==> src/rtl/mult_arbiter.sv <==
// Round-robin arbiter that shares one sequential multiplier among N_REQ requesters.
// It grants one request, waits for the product or a timeout, then holds the response until it is accepted.
module mult_arbiter #(
  parameter int N_REQ   = 4,
  parameter int WIDTH   = 32,
  parameter int TIMEOUT = 127,
  localparam int ID_W   = (N_REQ > 1) ? $clog2(N_REQ) : 1
) (
  input  logic                     i_clk,
  input  logic                     i_rst,
  input  logic [N_REQ-1:0]         i_req_valid,
  input  logic [N_REQ*WIDTH-1:0]   i_req_a,
  input  logic [N_REQ*WIDTH-1:0]   i_req_b,
  output logic [N_REQ-1:0]         o_req_ready,
  output logic                     o_mul_start,
  output logic [WIDTH-1:0]         o_mul_a,
  output logic [WIDTH-1:0]         o_mul_b,
  input  logic                     i_mul_done,
  input  logic [2*WIDTH-1:0]       i_mul_result,
  output logic                     o_rsp_valid,
  output logic [ID_W-1:0]          o_rsp_id,
  output logic [2*WIDTH-1:0]       o_rsp_result,
  output logic                     o_rsp_err,
  input  logic                     i_rsp_ready,
  output logic                     o_busy
);

  localparam int CNT_W = 8;

  typedef enum logic [1:0] {ST_IDLE, ST_WAIT, ST_RESP} state_t;

  state_t                 state_reg, state_next;
  logic [ID_W-1:0]        last_grant_reg, last_grant_next;
  logic [CNT_W-1:0]       cnt_reg, cnt_next;
  logic [N_REQ-1:0]       req_ready_reg, req_ready_next;
  logic                   mul_start_reg, mul_start_next;
  logic [WIDTH-1:0]       mul_a_reg, mul_a_next;
  logic [WIDTH-1:0]       mul_b_reg, mul_b_next;
  logic                   rsp_valid_reg, rsp_valid_next;
  logic [ID_W-1:0]        rsp_id_reg, rsp_id_next;
  logic [2*WIDTH-1:0]     rsp_result_reg, rsp_result_next;
  logic                   rsp_err_reg, rsp_err_next;

  logic [WIDTH-1:0]       req_a_arr [N_REQ];
  logic [WIDTH-1:0]       req_b_arr [N_REQ];
  logic [ID_W-1:0]        cand [N_REQ];
  logic                   win_found;
  logic [ID_W-1:0]        win_idx;

  // cand[k] is the requester examined at search offset k+1 after the last grant.
  genvar gi;
  generate
    for (gi = 0; gi < N_REQ; gi++) begin : g_req
      assign req_a_arr[gi] = i_req_a[gi*WIDTH +: WIDTH];
      assign req_b_arr[gi] = i_req_b[gi*WIDTH +: WIDTH];
      assign cand[gi]      = ID_W'((int'(last_grant_reg) + gi + 1) % N_REQ);
    end
  endgenerate

  // Scan from the farthest offset down so the nearest valid requester wins.
  always_comb begin
    win_found = 1'b0;
    win_idx   = last_grant_reg;
    for (int k = N_REQ; k >= 1; k--) begin
      if (i_req_valid[cand[k-1]]) begin
        win_found = 1'b1;
        win_idx   = cand[k-1];
      end
    end
  end

  always_comb begin
    state_next      = state_reg;
    last_grant_next = last_grant_reg;
    cnt_next        = cnt_reg;
    req_ready_next  = '0;
    mul_start_next  = 1'b0;
    mul_a_next      = mul_a_reg;
    mul_b_next      = mul_b_reg;
    rsp_valid_next  = rsp_valid_reg;
    rsp_id_next     = rsp_id_reg;
    rsp_result_next = rsp_result_reg;
    rsp_err_next    = rsp_err_reg;
    case (state_reg)
      ST_IDLE: begin
        if (win_found) begin
          state_next      = ST_WAIT;
          last_grant_next = win_idx;
          cnt_next        = '0;
          mul_a_next      = req_a_arr[win_idx];
          mul_b_next      = req_b_arr[win_idx];
          req_ready_next  = N_REQ'(1) << win_idx;
          mul_start_next  = 1'b1;
        end
      end
      ST_WAIT: begin
        // A completion arriving on the limit cycle takes precedence over the timeout.
        if (i_mul_done) begin
          state_next      = ST_RESP;
          rsp_valid_next  = 1'b1;
          rsp_id_next     = last_grant_reg;
          rsp_result_next = i_mul_result;
          rsp_err_next    = 1'b0;
        end else if (cnt_reg == CNT_W'(TIMEOUT - 1)) begin
          state_next      = ST_RESP;
          rsp_valid_next  = 1'b1;
          rsp_id_next     = last_grant_reg;
          rsp_result_next = '0;
          rsp_err_next    = 1'b1;
        end else begin
          cnt_next = cnt_reg + 1'b1;
        end
      end
      ST_RESP: begin
        if (rsp_valid_reg && i_rsp_ready) begin
          state_next     = ST_IDLE;
          rsp_valid_next = 1'b0;
        end
      end
      default: state_next = ST_IDLE;
    endcase
  end

  always_ff @(posedge i_clk) begin
    if (i_rst) begin
      state_reg      <= ST_IDLE;
      last_grant_reg <= ID_W'(N_REQ - 1);
      cnt_reg        <= '0;
      req_ready_reg  <= '0;
      mul_start_reg  <= 1'b0;
      mul_a_reg      <= '0;
      mul_b_reg      <= '0;
      rsp_valid_reg  <= 1'b0;
      rsp_id_reg     <= '0;
      rsp_result_reg <= '0;
      rsp_err_reg    <= 1'b0;
    end else begin
      state_reg      <= state_next;
      last_grant_reg <= last_grant_next;
      cnt_reg        <= cnt_next;
      req_ready_reg  <= req_ready_next;
      mul_start_reg  <= mul_start_next;
      mul_a_reg      <= mul_a_next;
      mul_b_reg      <= mul_b_next;
      rsp_valid_reg  <= rsp_valid_next;
      rsp_id_reg     <= rsp_id_next;
      rsp_result_reg <= rsp_result_next;
      rsp_err_reg    <= rsp_err_next;
    end
  end

  assign o_req_ready  = req_ready_reg;
  assign o_mul_start  = mul_start_reg;
  assign o_mul_a      = mul_a_reg;
  assign o_mul_b      = mul_b_reg;
  assign o_rsp_valid  = rsp_valid_reg;
  assign o_rsp_id     = rsp_id_reg;
  assign o_rsp_result = rsp_result_reg;
  assign o_rsp_err    = rsp_err_reg;
  assign o_busy       = (state_reg != ST_IDLE);

endmodule

==> config.mk <==
export PLATFORM = sky130hd
export DESIGN_NAME = mult_arbiter
export DESIGN_NICKNAME = d
export VERILOG_FILES = /design/src/rtl/mult_arbiter.sv
export SDC_FILE = /design/constraint.sdc
export NUM_CORES = 1
export LEC_CHECK = 0
export BUFFER_PORTS_ARGS = -buffer_cell sky130_fd_sc_hd__buf_2
export CORE_AREA = 4 4 179 181
export CTS_BUF_LIST = sky130_fd_sc_hd__clkbuf_16
export CTS_CLUSTER_DIAMETER = 120
export DETAILED_ROUTE_END_ITERATION = 7
export DIE_AREA = 0 0 183 185
export GPL_TIMING_DRIVEN = 1
export MAX_ROUTING_LAYER = met4
export SYNTH_ARGS = -nofsm -noshare
export SYNTH_HDL_FRONTEND = slang
export SYNTH_SLANG_ARGS = --single-unit
==> constraint.sdc <==
create_clock -name i_clk -period 4.6 [get_ports i_clk]
set_input_delay 0.23 -clock i_clk [delete_from_list [all_inputs] [get_ports i_clk]]
set_output_delay 0.23 -clock i_clk [all_outputs]
set_load 0.05 [all_outputs]
==> results list, run 1 <==
* Cell chosen for the clock root: clkbuf_16
* Outcome: finished clean
* Minimum setup slack among reg-to-reg paths: around 1900 ps
- The via count of the first global-routing pass came to 8204.
* Cell types with the largest area share after synthesis: dfxtp_1 41%, a22oi_1 6.6%, a221o_1 6.4%
* Kind of capture point of the worst setup path: flop
* Top cell by count, worst path: buf_12
- Antenna-violating nets left: 0
* Critical Path Source: last_grant_reg[0]
- Number of vias per cell after detailed routing: roughly 5.1
* Nets: roughly 1500
* Synth Cell Area: 7230 um^2
* Global route hottest layer: met2
* Port buffer count: between 400 and 500
* Last weighted congestion value of the routability-driven placer: 0.915
* Syn avg cell area: between 9 and 10 um^2
- In the synthesized netlist the dominant register cell turns out to be dfxtp_1.
- Total of cells resized after clock tree synthesis: 0
- TritonCTS built the clock tree.
- Number of library cell types mapped by synthesis: 48
* Number of register bits inferred by synthesis: 149
- The number of hold buffers added after CTS was 30.
* Initial core utilization: 23.8%
- Delay of the slowest cell on the worst path: 640 ps
- CP startpoint kind: flop
* Deepest level of the CTS H-tree: 4
- When the netlist entered floorplanning its net count stood at about 1100.
- After detailed routing, the total wire length is approximately 32 mm.
- The initial antenna violation count came to 0.
- Number of enable flip-flop cells after synthesis: 0
* Number of flip-flops under the largest register name: 64
- Fmax: about 370 MHz
* Synth warnings: 0
- First-pass detailed-route iteration total: 5
- Die Area: between 30000 and 40000 um^2
- Setup repair after global routing left no endpoint under its margin.
- Global-route wire length before repair: ~47 mm
- Required time of the critical path: between 4000 and 5000 ps
- For this block, the via count after detailed routing is about 8400.
* GR Layer Usage met3: under 10%
- Hold timing on the final database bottoms out at a slack of about 28 ps.
- Area share of the largest cell type after synthesis: between 40% and 50%
* Slowest CP cell: nor3_4
- Setup Slack @ Placement: roughly 1800 ps
- In this run the most critical hold path is launched from i_mul_result[16].
* Transition time at the pin with the least slew margin: ~1100 ps
- # IOs: about 470
- Max Clock Skew: ~11 ps
* FF-to-FF Start: last_grant_reg[0]
- GR Util met2: 30.7%
- After synthesis, the share of flip-flops with an asynchronous set or reset is 0%.
* Height of the chip: 185 um
- Largest net degree at the start of global routing: between 90 and 100
- The worst path meets setup with approximately 1900 ps of slack.
- The cell count after synthesis came out at between 700 and 800.
- Final Hold Violating Endpoints: 0
* Maximum count of clock buffers along a single path: 2
- Layout cells sized above 1: about 46%
* Slew HR: between 20% and 30%
- Cell row count: 64
- Num CTS Buffers: 17
- For the worst-skew pair, the clock arrives at the later sink with an insertion delay of ~440 ps.
- Total routing usage reported by global routing: 18.3%
* Sum of overflow across all layers after global routing: 0
- Global routing used 21.9% of the available met1 tracks.
- Relative to the synthesized area, the layout overhead comes to 47.6%.
- The routed design could run at a clock period as short as around 2700 ps.
* Max-cap viol count: 0
- The critical path in this run is classified as reg -> reg.
- Post-detailed-route DRC marker count: 0
- Count of inserted antenna diode cells: 0
- At the worst endpoint, the arrival time is 2990 ps.
* Sum of negative setup slack: 0 ps
- The final critical path takes up 59.2% of the cycle.
* Post-CTS repair timing setup buffer count: 0
- The max-slew violation count is 0.
- After legalization and detailed placement, the total HPWL measured roughly 23 mm.
* Endpoints failing setup: 0
* Die span in x: between 150 and 200 um
- Sequence of cells on the critical path: nor2b_1 -> o21a_2 -> nor3_4 -> buf_12 -> buf_12 -> a2bb2oi_1 -> o221ai_1
* Core region area: 30400 um^2
- Peak supply drop: ~230 uV
* Number of violations reported at the end of detailed-routing iteration 0: around 590
- Worst Hold Class: in -> reg
- Clock sink total: 149
- In this run the static leakage power is 0.00498 uW.
* Clock transition at path regs: approximately 60 ps
- Power spread over the standard cell area amounts to between 400 and 500 nW/um^2.
* Fraction of the yosys area taken by sequential cells: roughly 41%
- Biggest area consumer among synthesized cells: dfxtp_1
* Maximum fanout encountered on the critical timing path: 55
- Dividing the detail-routed wire length by the instance count gives 19.9 um.
cell type report:
class / instances / area [um^2]
Fill cell: 3210 / 19800
Multi-Input combinational cell: 537 / 3870
Sequential cell: 149 / 2980
Timing Repair Buffer: 508 / 2750
Tap cell: 396 / 495
Clock buffer: 17 / 425
Clock inverter: 15 / 130
Inverter: 5 / 18.8
routing by layer:
layer,vias up,part of all wire [%]
met5,-,0
met4,0,2.6
met3,53,8.1
met2,441,50
met1,3972,40
li1,3904,-
critical path, delay by kind of cell (launching register included):
family	cells	cell delay, ps
buf+inv	2	650
compound gates	3	630
flops	1	420
simple gates	2	780
power by group:
group	switching [uW]	leakage (uW)	internal (uW)
combinational	1130	0.00350	545
clock	616	0.000261	744
sequential	92.0	0.00122	1450
total	1840	0.00498	2740
path summary, 6_finish.rpt:
kind / to / depth (start not counted)
hold / removal: o_rsp_result[16] / 3
setup reg to reg: o_mul_a[24] / 7
hold reg to reg: o_rsp_valid / 2
setup / recovery: o_mul_a[24] / 7
stage by stage:
stage | util, % | power [uW] | instances | area, um^2
2_1_floorplan | - | 2730 | 781 | 7230
3_3_place_gp | 32.3 | 3210 | 1565 | 9820
3_5_place_dp | 32.3 | 3230 | 1565 | 9820
4_1_cts | 35.1 | 4630 | 1627 | 10700
5_1_grt | 35.1 | 4790 | 1627 | 10700
6_report | 35.1 | 4580 | 1627 | 10700
kinds of logic (layout without fill, tap and decap cells):
group	count (synthesis)	after routing	synth area share, %
buf+inv	95	545	6.07
mux	66	66	9.93
simple gates	204	204	14.3
fa+ha+maj	2	2	0.346
compound gates	258	258	27.3
xor+xnor	7	7	0.848
flops	149	149	41.3
cells in the final DEF, fill, tap and decap left out, types with 2 or more instances in the layout:
cell type / instances
clkinv_4: 3
mux2i_1: 20
clkinv_2: 2
mux2_2: 37
mux2_1: 9
and2_2: 2
a21oi_1: 53
buf_12: 2
o31ai_1: 46
nand3_1: 21
a211o_1: 2
buf_4: 12
dlygate4sd3_1: 30
nor2b_1: 3
nand2b_1: 3
xnor2_1: 7
a221o_1: 46
nand2_1: 8
o221ai_1: 18
clkinvlp_4: 4
inv_6: 3
nor2_1: 84
a22oi_1: 64
ha_1: 2
nand4_1: 65
nor3_1: 5
o21ai_4: 3
inv_1: 4
nand2_2: 2
dfxtp_1: 149
a2bb2oi_1: 17
buf_2: 464
clkbuf_16: 17
nor3b_1: 2
clkinv_1: 2
cells in the mapped netlist (2+ instances only):
master / n
buf_2: 18
a22oi_1: 64
inv_1: 4
nor3_1: 6
a211o_1: 2
buf_1: 16
nor2_1: 84
buf_4: 5
mux2i_1: 20
mux2_2: 37
o31ai_1: 46
clkbuf_1: 46
nand2_1: 9
o221ai_1: 18
mux2_1: 9
nand3_1: 21
xnor2_1: 7
buf_6: 4
ha_1: 2
a21oi_1: 54
nor3b_1: 2
a221o_1: 46
dfxtp_1: 149
nand2b_1: 3
a21o_1: 2
and2_1: 3
nor2b_1: 3
nand4_1: 65
a2bb2oi_1: 17
(Power assumes the default switching activity.)
==> run 2, diff against run 1 <==
- CORE_AREA: 4 4 179 181 -> 4 4 178 180
- DIE_AREA: 0 0 183 185 -> 0 0 182 184
- clock period: 4.6 -> 2.48 ns (I/O delays scaled with it)
==> results list, run 2 (same netlist as run 1, synthesis figures left out) <==
* Height of the chip: 184 um (-0.54%)
* Critical path arrival: 2560 ps (-430 ps)
* Die Area: 33500 um^2 (-1.1%)
- The relative contribution of combinational cells to total power was 37.4% (+0.7 points).
- Peak supply drop: 369 uV (+60%)
- The internal portion of total power came to 5360 uW (+96%).
* Sum of overflow across all layers after global routing: 0 (unchanged)
- The via count of the first global-routing pass came to 8838 (+7.7%).
- Cell Pwr Density: 762 nW/um^2 (+78%)
- Maximum fanout encountered on the critical timing path: 25 (-55%)
* Setup repair after global routing missed its margin: no
* Max-slew violation count: 0 (unchanged)
- Cell Count, Final, Fillers Out: 1717 (+5.5%)
- Core region area: 30200 um^2 (-0.79%)
- Kind of capture point of the worst setup path: flop
- The net total in the final layout came to 1636 (+5.7%).
* Critical Path Source: last_grant_reg[0]
- The final-layout worst hold slack came to 21.5 ps (-6.44 ps).
- The largest individual stage delay along the critical path comes from the cell o21ai_4.
- The switching power as a share of total power came to 39.5% (-0.72 points).
- CTS tree: built
- FF-to-FF Start: last_grant_reg[0]
- The endpoint identified for the worst register-to-register timing path is o_mul_a[3].
- Minimum setup slack among reg-to-reg paths: 230 ps (-1640 ps)
- Multi-input combinational cell area: 3870 um^2 (unchanged)
* Number of cells traversed by the worst hold path: 3 (unchanged)
- Post-CTS repair timing setup buffer count: 0 (unchanged)
- The number of placement rows was 64 (unchanged).
- The pin count of the biggest net entering global routing is 73 (-22%).
- The CTS sink count was 149 (unchanged).
- Deepest level of the CTS H-tree: 4 (unchanged)
- The initial antenna violation count is 3 (+3).
- Worst Hold Class: in -> reg
- Post-detailed-route DRC marker count: 0 (unchanged)
- The number of CTS-inserted buffers was 17 (unchanged).
- The post-detailed-route count of antenna-violating nets came to 0 (unchanged).
- The area growth from synthesis to layout is 60.8%.
- The worst-case headroom to the max-slew limit is 40.4% (+13 points).
* Clock transition at path regs: 70 ps (about the same)
- The final critical path time including I/O delays and setup is 2250 ps (-478 ps).
* Last weighted congestion value of the routability-driven placer: 0.875 (-4.4%)
- Port buffer count: 465 (unchanged)
- Number of flip-flops under the largest register name: 64 (unchanged)
* Leak Pwr: 0.00540 uW (+8.5%)
- Final Hold Violating Endpoints: 0 (unchanged)
* Most frequent cells in the layout: 464 x buf_2, 149 x dfxtp_1, 95 x dlygate4sd3_1, 84 x nor2_1, 65 x nand4_1
- The switching component of the power came to 3500 uW (+90%).
- Fill cell instance count of the final layout: 3025 (-5.8%)
- The via count normalized by instance count is 5.14 (-0.14%).
- Fmax: 445 MHz (+21%)
- The proportion of power drawn by flip-flops and latches was 32.2% (-1.4 points).
- Max Clock Skew: 9.85 ps (-0.995 ps)
- Worst reg-to-reg path cell count: 6 (-1)
* Sequential standard cell area: 2980 um^2 (unchanged)
- Cell chosen for the clock root: clkbuf_16
- Transition time at the pin with the least slew margin: 893 ps (-187 ps)
- Outcome: finished clean
- The effective utilization at floorplan was 23.9% (+0.19 points).
* Sum of negative setup slack: 0 ps (unchanged)
* Sequence of cells on the critical path: nor2b_1 -> nor3b_1 -> o21ai_4 -> buf_4 -> a21oi_1 -> a221o_1
- The max-cap violation count came to 0 (unchanged).
- The violation count after the first detailed-routing iteration came to 574 (-3.0%).
- The final HPWL from detailed placement was 24.1 mm (+4.0%).
- In this run the worst setup path terminates at o_mul_a[3].
- # IOs: 466 (unchanged)
- Critical path type: reg -> reg
* Detailed-route wire length: 33.5 mm (+3.7%)
- The total setup violations reported at the end of the flow is 0 (unchanged).
* Routed len/inst: 19.5 um (-1.8%)
- The core utilization of the finished layout came to 38.5% (+3.4 points).
* Layout cells sized above 1: 44.4% (-1.3 points)
- The delay of the slowest critical-path stage came to 710 ps (+70 ps).
* CP startpoint kind: flop
- The overall power after layout came to 8860 uW (+93%).
* Placed cell count: 1588 (+1.5%)
* Total routing usage reported by global routing: 19.2% (+0.94 points)
- Clock latency reported for the late side of the worst-skew pair: 430 ps (about the same)
- The critical path required time is 2790 ps (-2070 ps).
* Period Utilization, post-route: 90.5% (+31 points)
* Die span in x: 182 um (-0.55%)
- Power share of the clock group: 30.4% (+0.7 points)
- Most common library cell in the layout ignoring fill and taps: buf_2
* First-pass detailed-route iteration total: 8 (+3)
- Maximum count of clock buffers along a single path: 2 (unchanged)
- Vias: 8821 (+5.4%)
- Global-route wire length before repair: 49.8 mm (+5.9%)
-- run 2: changes by cell type in the layout (fill, tap and decap cells not counted) --
cell,before,now
buf_12,2,9
diode_2,0,2
dlygate4sd3_1,30,95
bufinv_16,1,2
clkinv_4,3,0
buf_4,12,28
inv_6,3,4
clkinv_2,2,0
inv_8,0,3
-- run 2: power groups by stage --
| stage | Sequential [uW] | Clock, uW | Combinational (uW) |
|---|---|---|---|
| floorplan | 3840 | 0 | 1230 |
| global placement | 2900 | 0 | 3170 |
| detailed placement | 2890 | 0 | 3190 |
| CTS | 2850 | 2770 | 3310 |
| global route | 2880 | 2880 | 3500 |
| finish | 2850 | 2690 | 3310 |
-- run 2: repair_timing --
action	CTS	global route
hold buffers	95	0
gates resized for setup	0	0
endpoints found under the setup margin	0	0
hold endpoints to repair	85	0
-- run 2: worst min path at each step --
stage / endpoint / startpoint / slack (ps)
floorplan: o_mul_a[0] / i_req_a[64] / 260
CTS: o_mul_b[9] / i_req_b[9] / 4
global route: o_mul_a[9] / i_req_a[73] / 30
detailed placement: o_mul_a[28] / i_req_a[92] / 350
global placement: o_mul_b[9] / i_req_b[73] / 350
finish: o_mul_a[4] / i_req_a[4] / 20
-- run 2: per-layer routing --
| layer | up-vias | track usage [%] | part of all wire, % |
|---|---|---|---|
| li1 | 4085 | - | - |
| met1 | 4174 | 23.2 | 40 |
| met2 | 492 | 31.7 | 49 |
| met3 | 70 | 3.86 | 7.6 |
| met4 | 0 | 7.69 | 3.4 |
| met5 | - | - | 0 |
-- run 2: cell type report --
class	instances	share of cell area [%]
multi-input cells	537	33.3
repair buffers	596	31.5
flip-flops and latches	149	25.7
well taps	396	4.26
clock buffers	17	3.66
clock inverters	15	1.43
inverters	5	0.161
diodes	2	0.0431
-- run 2: metrics by stage --
stage | worst slack, ps | area (um^2)
floorplan | 567 | 7230
global placement | 272 | 10100
detailed placement | 237 | 10100
CTS | 234 | 11600
global route | 74.6 | 11600
finish | 235 | 11600
-- run 2: critical path, delay by kind of cell, from the launching register on --
family / cells / cell delay [ps]
AO/OA/AOI/OAI: 3 / 1030
AND/OR/NAND/NOR: 2 / 490
buffers and inverters: 1 / 290
flip-flops: 1 / 320
==> run 3, diff against run 2 <==
- CORE_AREA: 4 4 178 180 -> 2 2 181 183
- DIE_AREA: 0 0 182 184 -> 0 0 183 185
- SETUP_SLACK_MARGIN: not set -> 0.02
==> results list, run 3 (same netlist as run 1, synthesis figures left out) <==
- The flip-flop count of the largest register after layout was 64 (unchanged).
- The final worst-path cycle share was 89.2% (-1.3 points).
- Transition time at the pin with the least slew margin: 811 ps (-81.8 ps)
- The clock insertion delay at the later pin of the skew report was 440 ps (about the same).
* Sum of negative setup slack: 0 ps (unchanged)
- HPWL Detailed: 22.8 mm (-5.3%)
- The maximum fanout encountered on the critical timing path came to 57 (+130%).
* Most common library cell in the layout ignoring fill and taps: buf_2
- By instance count, the cell type seen most on the critical path is buf_12.
- Number of antenna violations at the first check in global routing: 3 (unchanged)
- Setup repair after global routing left no endpoint under its margin.
* Initial core utilization: 22.6% (-1.4 points)
- Height of the chip: 185 um (+0.54%)
- Area growth syn-to-layout: 66.2%
- The via count normalized by instance count came to 5.02 (-2.4%).
* Max-cap viol count: 0 (unchanged)
- The global-route usage over all layers came to 19.5% (+0.27 points).
* CTS tree: built
- The total number of vias was 8853 (+0.36%).
- Broken down by cell family, the worst path's largest delay share belongs to buffers and inverters.
- Sum of overflow across all layers after global routing: 0 (unchanged)
* Die Area: 33900 um^2 (+1.1%)
- The number of remaining DRC errors came to 0 (unchanged).
- Largest net degree at the start of global routing: 75 (+2.7%)
* Max-slew violation count: 0 (unchanged)
- The worst-case headroom to the max-slew limit was 45.9% (+5.5 points).
- Kind of capture point of the worst setup path: flop
* Last weighted congestion value of the routability-driven placer: 0.899 (+2.8%)
* Buffers plus inverters on the worst setup path: 2 (+1)
- Routed len/inst: 19.1 um (-2.3%)
- The post-cts sizing count came to 0 (unchanged).
- The path depth of the worst reg2reg path is 7 (+1).
- Port buffer count: 465 (unchanged)
- The maximum vdd drop was 425 uV (+15%).
- The arrival time at the worst endpoint was 2520 ps (-40 ps).
- The maximum level of the CTS H-tree was 4 (unchanged).
* Least setup slack across all paths after layout: 267 ps (+32.1 ps)
- The static leakage came to 0.00556 uW (+3.0%).
* Setup Slack @ Placement: 275 ps (+38.5 ps)
- Global-route wire length before repair: 49.5 mm (-0.62%)
* Layout cells sized above 1: 42.6% (-1.7 points)
* Cell Pwr Density: 737 nW/um^2 (-3.3%)
- The total number of cells along the worst setup path was 7 (+1).
* Number of global-route vias before repair: 8746 (-1.0%)
* Outcome: finished clean
* Fmax: 452 MHz (+1.5%)
- The worst setup path is launched from a flop.
* Antenna-violating nets left: 0 (unchanged)
* Worst Hold Class: in -> reg
* Most frequent cells in the layout: 464 x buf_2, 149 x dfxtp_1, 138 x dlygate4sd3_1, 84 x nor2_1, 65 x nand4_1
* Nets: 1670 (+2.1%)
- Clock sink total: 149 (unchanged)
- The number of CTS-inserted buffers came to 17 (unchanged).
- The number of placement rows is 66 (+3.1%).
- Endpoints failing setup: 0 (unchanged)
- The worst clock skew was 12.5 ps (+2.69 ps).
- Shortest period the worst path allows: 2210 ps (-32.1 ps)
- Slowest CP cell: dfxtp_1
- Die span in x: 183 um (+0.55%)
- The root buffer cell chosen for the clock tree is clkbuf_16.
* Maximum count of clock buffers along a single path: 2 (unchanged)
* Delay of the slowest cell on the worst path: 420 ps (-290 ps)
- Number of violations reported at the end of detailed-routing iteration 0: 539 (-6.1%)
* Sequence of cells on the critical path: nor2b_1 -> o21a_2 -> nor3_4 -> buf_12 -> buf_12 -> mux2i_1 -> o221ai_1
- Critical path type: reg -> reg
* Final Hold Violating Endpoints: 0 (unchanged)
- The number of cells on the worst hold path is 3 (unchanged).
- Clock transition at path regs: 70 ps (about the same)
- The critical path required time came to 2780 ps (about the same).
- The area of the core is 32000 um^2 (+6.1%).
* # IOs: 466 (unchanged)
- First-pass detailed-route iteration total: 5 (-3)
- The total wire length is 33.6 mm (+0.43%).
-- run 3: final timing paths --
check                              endpoint               from  slack (ps)
worst min-delay path            o_mul_b[17]        i_req_b[17]          30
worst min register to register   o_mul_b[2]         o_mul_b[2]         480
worst max-delay path            o_mul_a[24]  last_grant_reg[0]         270
worst max register to register  o_mul_a[24]  last_grant_reg[0]         270
-- run 3: metal layers --
metal  part of all wire [%]  track usage [%]
met1                     41             23.0
met2                     49             32.7
met3                    7.0             4.25
met4                    2.5             7.23
met5                      0                -
-- run 3: per-stage QoR --
step                utilization, %  std cells  hold slack, ps  cell area (um^2)  power [uW]
floorplan                        -        781             264              7230        5070
global placement              31.3       1591             355             10000        6030
detailed placement            31.3       1591             356             10000        6050
CTS                           37.5       1761           0.292             12000        8930
global route                  37.5       1764            7.75             12000        9260
finish                        37.5       1765            34.6             12000        8860
-- run 3: what timing repair did --
action | in CTS | in global routing
buffers inserted | 0 | 0
hold buffers | 138 | 0
hold endpoints to repair | 103 | 0
-- run 3: area by class of cell --
| cell class | count | area, um^2 |
|---|---|---|
| Fill cell | 3249 | 20000 |
| Timing Repair Buffer | 630 | 4040 |
| Multi-Input combinational cell | 537 | 3870 |
| Sequential cell | 149 | 2980 |
| Tap cell | 408 | 510 |
| Clock buffer | 17 | 425 |
| Clock inverter | 15 | 161 |
| Inverter | 5 | 18.8 |
| Antenna cell | 4 | 10.0 |
-- run 3: power breakdown --
part / switching, uW / internal [uW]
sequential: 171 / 2680
clock: 1220 / 1430
combinational: 2160 / 1190
-- run 3: worst register-to-register path, stage by stage, from the launching register on --
cell	delay, ps
dfxtp_1	420
nor2b_1	140
o21a_2	270
nor3_4	240
buf_12	250
buf_12	330
mux2i_1	310
o221ai_1	130
